[src/rtl/decode_stage.sv]
// Decode stage: one-deep output register with ready/valid handshake, immediate
// generation and a register file with write-back bypass on the read path.
module decode_stage #(
  parameter int XLEN    = 32,
  parameter int NREGS   = 32,
  parameter int RF_INIT = 1
) (
  input  logic            clock,
  input  logic            reset,
  input  logic            flush,
  input  logic            in_valid,
  output logic            in_ready,
  input  logic [31:0]     in_instr,
  input  logic [XLEN-1:0] in_pc,
  output logic            out_valid,
  input  logic            out_ready,
  output logic [XLEN-1:0] out_rs1_data,
  output logic [XLEN-1:0] out_rs2_data,
  output logic [XLEN-1:0] out_imm,
  output logic [4:0]      out_rs1,
  output logic [4:0]      out_rs2,
  output logic [4:0]      out_rd,
  output logic [6:0]      out_opcode,
  output logic [2:0]      out_funct3,
  output logic [6:0]      out_funct7,
  output logic [XLEN-1:0] out_pc,
  output logic            out_illegal,
  input  logic            wb_en,
  input  logic [4:0]      wb_rd,
  input  logic [XLEN-1:0] wb_data
);
  localparam int AW = $clog2(NREGS);

  logic [XLEN-1:0] rf_q [NREGS];
  logic [AW-1:0]   rs1_a, rs2_a, wb_a;
  logic            accept;
  logic            valid_q, valid_d;
  logic [31:0]     instr_q;
  logic [XLEN-1:0] pc_q, imm_q, rs1_data_q, rs2_data_q;
  logic            illegal_q;
  logic [XLEN-1:0] rs1_val, rs2_val, imm_d;
  logic [31:0]     imm32;
  logic            illegal_d;

  assign rs1_a = in_instr[15 +: AW];
  assign rs2_a = in_instr[20 +: AW];
  assign wb_a  = wb_rd[AW-1:0];

  assign in_ready = !valid_q || out_ready;
  assign accept   = in_valid && in_ready && !flush;

  always_comb begin
    valid_d = valid_q;
    if (flush)          valid_d = 1'b0;
    else if (accept)    valid_d = 1'b1;
    else if (out_ready) valid_d = 1'b0;
  end

  // Operands see a write-back landing on the same edge as the accept.
  always_comb begin
    rs1_val = rf_q[rs1_a];
    rs2_val = rf_q[rs2_a];
    if (wb_en && wb_a == rs1_a) rs1_val = wb_data;
    if (wb_en && wb_a == rs2_a) rs2_val = wb_data;
    if (rs1_a == '0) rs1_val = '0;
    if (rs2_a == '0) rs2_val = '0;
  end

  always_comb begin
    imm32     = '0;
    illegal_d = 1'b0;
    case (in_instr[6:0])
      7'b0010011, 7'b0000011, 7'b1100111:
        imm32 = {{20{in_instr[31]}}, in_instr[31:20]};
      7'b0100011:
        imm32 = {{20{in_instr[31]}}, in_instr[31:25], in_instr[11:7]};
      7'b1100011:
        imm32 = {{20{in_instr[31]}}, in_instr[7], in_instr[30:25], in_instr[11:8], 1'b0};
      7'b0110111, 7'b0010111:
        imm32 = {in_instr[31:12], 12'b0};
      7'b1101111:
        imm32 = {{12{in_instr[31]}}, in_instr[19:12], in_instr[20], in_instr[30:21], 1'b0};
      7'b0110011:
        imm32 = '0;
      default:
        illegal_d = 1'b1;
    endcase
  end

  // 32-bit immediate is already sign-extended; widen keeping the sign.
  assign imm_d = XLEN'($signed(imm32));

  always_ff @(posedge clock) begin
    if (reset) begin
      valid_q    <= 1'b0;
      instr_q    <= '0;
      pc_q       <= '0;
      imm_q      <= '0;
      illegal_q  <= 1'b0;
      rs1_data_q <= '0;
      rs2_data_q <= '0;
    end else begin
      valid_q <= valid_d;
      if (accept) begin
        instr_q    <= in_instr;
        pc_q       <= in_pc;
        imm_q      <= imm_d;
        illegal_q  <= illegal_d;
        rs1_data_q <= rs1_val;
        rs2_data_q <= rs2_val;
      end
    end
  end

  always_ff @(posedge clock) begin
    if (reset) begin
      for (int i = 0; i < NREGS; i++)
        rf_q[i] <= (RF_INIT == 1) ? XLEN'(i) : '0;
    end else if (wb_en && wb_a != '0) begin
      rf_q[wb_a] <= wb_data;
    end
  end

  assign out_valid    = valid_q;
  assign out_rs1_data = rs1_data_q;
  assign out_rs2_data = rs2_data_q;
  assign out_imm      = imm_q;
  assign out_rs1      = instr_q[19:15];
  assign out_rs2      = instr_q[24:20];
  assign out_rd       = instr_q[11:7];
  assign out_opcode   = instr_q[6:0];
  assign out_funct3   = instr_q[14:12];
  assign out_funct7   = instr_q[31:25];
  assign out_pc       = pc_q;
  assign out_illegal  = illegal_q;

endmodule

[config.mk]
export PLATFORM = sky130hd
export DESIGN_NAME = decode_stage
export DESIGN_NICKNAME = d
export VERILOG_FILES = /design/src/rtl/decode_stage.sv
export SDC_FILE = /design/constraint.sdc
export NUM_CORES = 2
export LEC_CHECK = 0
export ABC_CLOCK_PERIOD_IN_PS = 4500
export BUFFER_PORTS_ARGS = -buffer_cell sky130_fd_sc_hd__buf_2
export CAP_MARGIN = 20
export CORE_MARGIN = 1.5
export CORE_UTILIZATION = 32
export DETAILED_ROUTE_END_ITERATION = 8
export PLACE_DENSITY_LB_ADDON = 0.1
export SLEW_MARGIN = 25
export SYNTH_ARGS = -nofsm -noshare
export SYNTH_HDL_FRONTEND = slang
export SYNTH_SLANG_ARGS = --single-unit
[constraint.sdc]
create_clock -name clock -period 4.5 [get_ports clock]
set_input_delay 0.9 -clock clock [delete_from_list [all_inputs] [get_ports clock]]
set_output_delay 0.9 -clock clock [all_outputs]
set_load 0.01 [all_outputs]
==> results.py <==
metrics = {
    "status": {
        "outcome": "finished clean",
    },
    "worst_setup_path": {
        "critPathTopFamily": "simple AND/OR/NAND/NOR gates",
        "crit_path_end_kind": "flip-flop",
        "cp-start-kind": "input port",
        "cp.required_ps": 5220,
        "cp_num_buf_inv": 2,
        "cp_common_cell": "buf_4",
        "crit_fanout": 30,
        "crit_type": "input port to flip-flop",
        "path_cells": "buf_4 > nor2b_1 > nand2_1 > buf_4 > o2111ai_1 > o221ai_1 > o21ai_1",
        "arrival_ps": 3740,
        "regToRegSetupSlack_ps": 2140,
        "max_stage_delay_ps": 720,
        "crit_slowest_cell": "nand2_1",
    },
    "synth": {
        "yosysTopAreaCell": "edfxtp_1",
        "synthFlopType": "edfxtp_1",
        "synth_edf_count": 1024,
        "ys_types": 67,
        "synthTopCellsByArea": "edfxtp_1 (50%), mux4_2 (10%), and2_1 (9.3%)",
        "yosys_warnings": 0,
        "netlist_instances": 4725,
        "ys_seq_elements": 1186,
        "syn_area_per_cell_um2": 13.0,
        "netlist_area_mm2": 0.0617,
        "async_reset_ff_share_pct": 0,
        "yosysSeqAreaShare_pct": 55.1,
        "synth_top_area_share_pct": 49.9,
    },
    "floorplan": {
        "ios": 270,
        "die_y_um": 442,
        "die_w_um": 442,
        "initial_core_util_pct": 32.3,
        "row_count": 160,
        "die-area_mm2": 0.195,
        "core_mm2": 0.191,
    },
    "final_layout": {
        "final_common_cell": "edfxtp_1",
        "nNetsFinal": 4980,
        "area_growth_pct": 15.0,
        "instances_no_fill": 7504,
        "final_cell_mix": "edfxtp_1 (1,024), and2_1 (916), mux4_2 (280), buf_2 (259), mux2i_1 (257)",
        "drive_above_1_share_pct": 25.4,
        "fillers": 18100,
    },
    "placement": {
        "gp_congestion": 0.853,
        "placed_cells": 7239,
        "place_ws_ps": 801,
        "dp_hpwl_mm": 154,
        "portBuffers": 269,
    },
    "sta": {
        "fin_crit_ps": 3020,
        "grt_setup_unrepaired": "false",
        "fmaxAchievable_ghz": 0.332,
        "relSlewSlack_pct": 29.0,
        "setup_ws_ps": 1480,
        "finalHoldViolCount": 0,
        "tightest_slew_ps": 1060,
        "setup_viol": 0,
        "setup_tns_ps": 0,
        "slew_violations": 0,
        "layout_worst_path_cycle_share_pct": 67.0,
        "clock_skew_ps": 34.5,
    },
    "route": {
        "vias_per_cell": 5.55,
        "drc": 0,
        "totalWireLength_mm": 245,
        "wl_per_cell_um": 32.6,
        "vias": 41600,
        "ant_nets": 0,
        "first_pass_iters": 5,
        "dr.first_iter.drc_count": 3861,
    },
    "clock_network": {
        "cts_resized": 0,
        "cts_tree": "yes",
        "root_buffer": "clkbuf_16",
        "clk_path_buf_depth": 3,
        "insertion_delay_ps": 800,
        "clk_pin_slew_ps": 60,
        "htree_num_levels": 4,
        "post_cts_buffers": 0,
        "cts_hold_buf": 0,
        "clock-sinks": 1186,
        "cts_buffers": 143,
    },
    "global_routing": {
        "grt_first_pass_wirelength_mm": 339,
        "antenna_found_initial": 27,
        "grt_pass1_vias": 40700,
        "grt.total_usage_pct": 24.5,
        "grt_overflow": 0,
        "grt_max_degree": 96,
    },
    "min_path": {
        "hp-class": "input port to flip-flop",
    },
    "power_and_ir_drop": {
        "peakVddDrop_uv": 281,
        "combPwrFrac_pct": 11.8,
        "leakage_nw": 24.9,
        "powerDensity_mw_per_mm2": 391,
        "internal-power_mw": 20.5,
        "swShare_pct": 26.1,
        "clkPwrFrac_pct": 41.7,
        "total_power_mw": 27.7,
        "power_switching_mw": 7.22,
        "pwr-share-seq_pct": 46.5,
    },
    "flow_run": {
        "maxCapViolCount": 0,
    },
}
## Yosys cell counts, types with 10 or more instances
| master | instances |
|---|---|
| xnor2_1 | 10 |
| clkbuf_1 | 315 |
| buf_6 | 24 |
| o21a_1 | 24 |
| mux2_1 | 19 |
| or3_1 | 85 |
| nand2_1 | 209 |
| nor2_1 | 214 |
| o211ai_1 | 78 |
| o22ai_1 | 11 |
| dfxtp_1 | 162 |
| or2_2 | 31 |
| edfxtp_1 | 1024 |
| a2bb2oi_1 | 86 |
| buf_4 | 29 |
| o21ai_1 | 57 |
| mux2i_1 | 257 |
| buf_1 | 16 |
| buf_2 | 98 |
| a22oi_1 | 93 |
| mux4_2 | 280 |
| and2_1 | 917 |
| a211oi_1 | 17 |
| a21oi_1 | 191 |
| mux2_2 | 239 |
| o221ai_1 | 64 |
| o2111ai_1 | 29 |
| a31oi_1 | 21 |
| nand3_1 | 28 |
## power by group through the flow
stage / combinational [mW] / clock, mW / sequential [mW]
floorplan: 1.85 / 0 / 13.0
global route: 3.40 / 12.2 / 12.9
global placement: 3.25 / 0 / 13.1
finish: 3.26 / 11.6 / 12.9
CTS: 3.25 / 11.8 / 12.9
detailed placement: 3.24 / 0 / 13.1
## worst register-to-register path: cells and delay by family (launching register included)
family | cells | cell delay, ps
AND/OR/NAND/NOR | 2 | 350
buffers and inverters | 2 | 600
flip-flops | 1 | 310
AO/OA/AOI/OAI | 3 | 1060
## per-layer routing
layer  global-route usage (%)  up-vias  part of all wire, %
li1                         -    18000                    -
met1                     34.6    21800                   45
met2                     39.7     1558                   47
met3                     3.18      289                  5.7
met4                     6.54        2                  2.4
met5                        0        -               0.0082
## stage by stage
stage	hold WS, ps	util (%)	area [µm²]
finish	301	37.2	70900
global route	268	37.1	70900
CTS	241	37.1	70900
detailed placement	438	34.7	66300
global placement	437	34.7	66300
floorplan	476	-	61800
## cell type report
cell class | instances | area, µm² | area share (%)
Sequential cell | 1186 | 34000 | 48.0
Multi-Input combinational cell | 3085 | 25800 | 36.4
Clock buffer | 209 | 4170 | 5.88
Timing Repair Buffer | 454 | 3370 | 4.75
Tap cell | 2511 | 3140 | 4.43
Clock inverter | 50 | 407 | 0.574
Antenna cell | 6 | 15.0 | 0.0212
Inverter | 3 | 11.3 | 0.0159
## kinds of logic (layout without fill, tap and decap cells)
| family | after synthesis | after routing | synth area share [%] |
|---|---|---|---|
| other | 1 | 38 | 0.00608 |
| flip-flops | 1186 | 1186 | 55.1 |
| AND/OR/NAND/NOR | 1539 | 1539 | 14.0 |
| buffers and inverters | 485 | 716 | 3.62 |
| XOR/XNOR | 10 | 10 | 0.142 |
| multiplexers | 795 | 795 | 19.1 |
| AO/OA/AOI/OAI | 709 | 709 | 7.96 |
## worst paths after layout
| kind | from | end | cells after the start |
|---|---|---|---|
| worst min-delay path | flush | out_valid | 2 |
| worst min register to register | out_imm[3] | out_imm[3] | 2 |
| worst max register to register | out_valid | out_rs2_data[6] | 7 |
| worst max-delay path | in_instr[23] | out_rs2_data[27] | 7 |
## state kept, by name (all words and copies together), names as in the netlist
| register | flops |
|---|---|
| out_imm | 32 |
| rf_q | 1024 |
| out_rs1_data | 32 |
| out_pc | 32 |
| instr_q | 32 |
| out_illegal | 1 |
| out_valid | 1 |
| out_rs2_data | 32 |
Power figures use the tool's default switching activity.
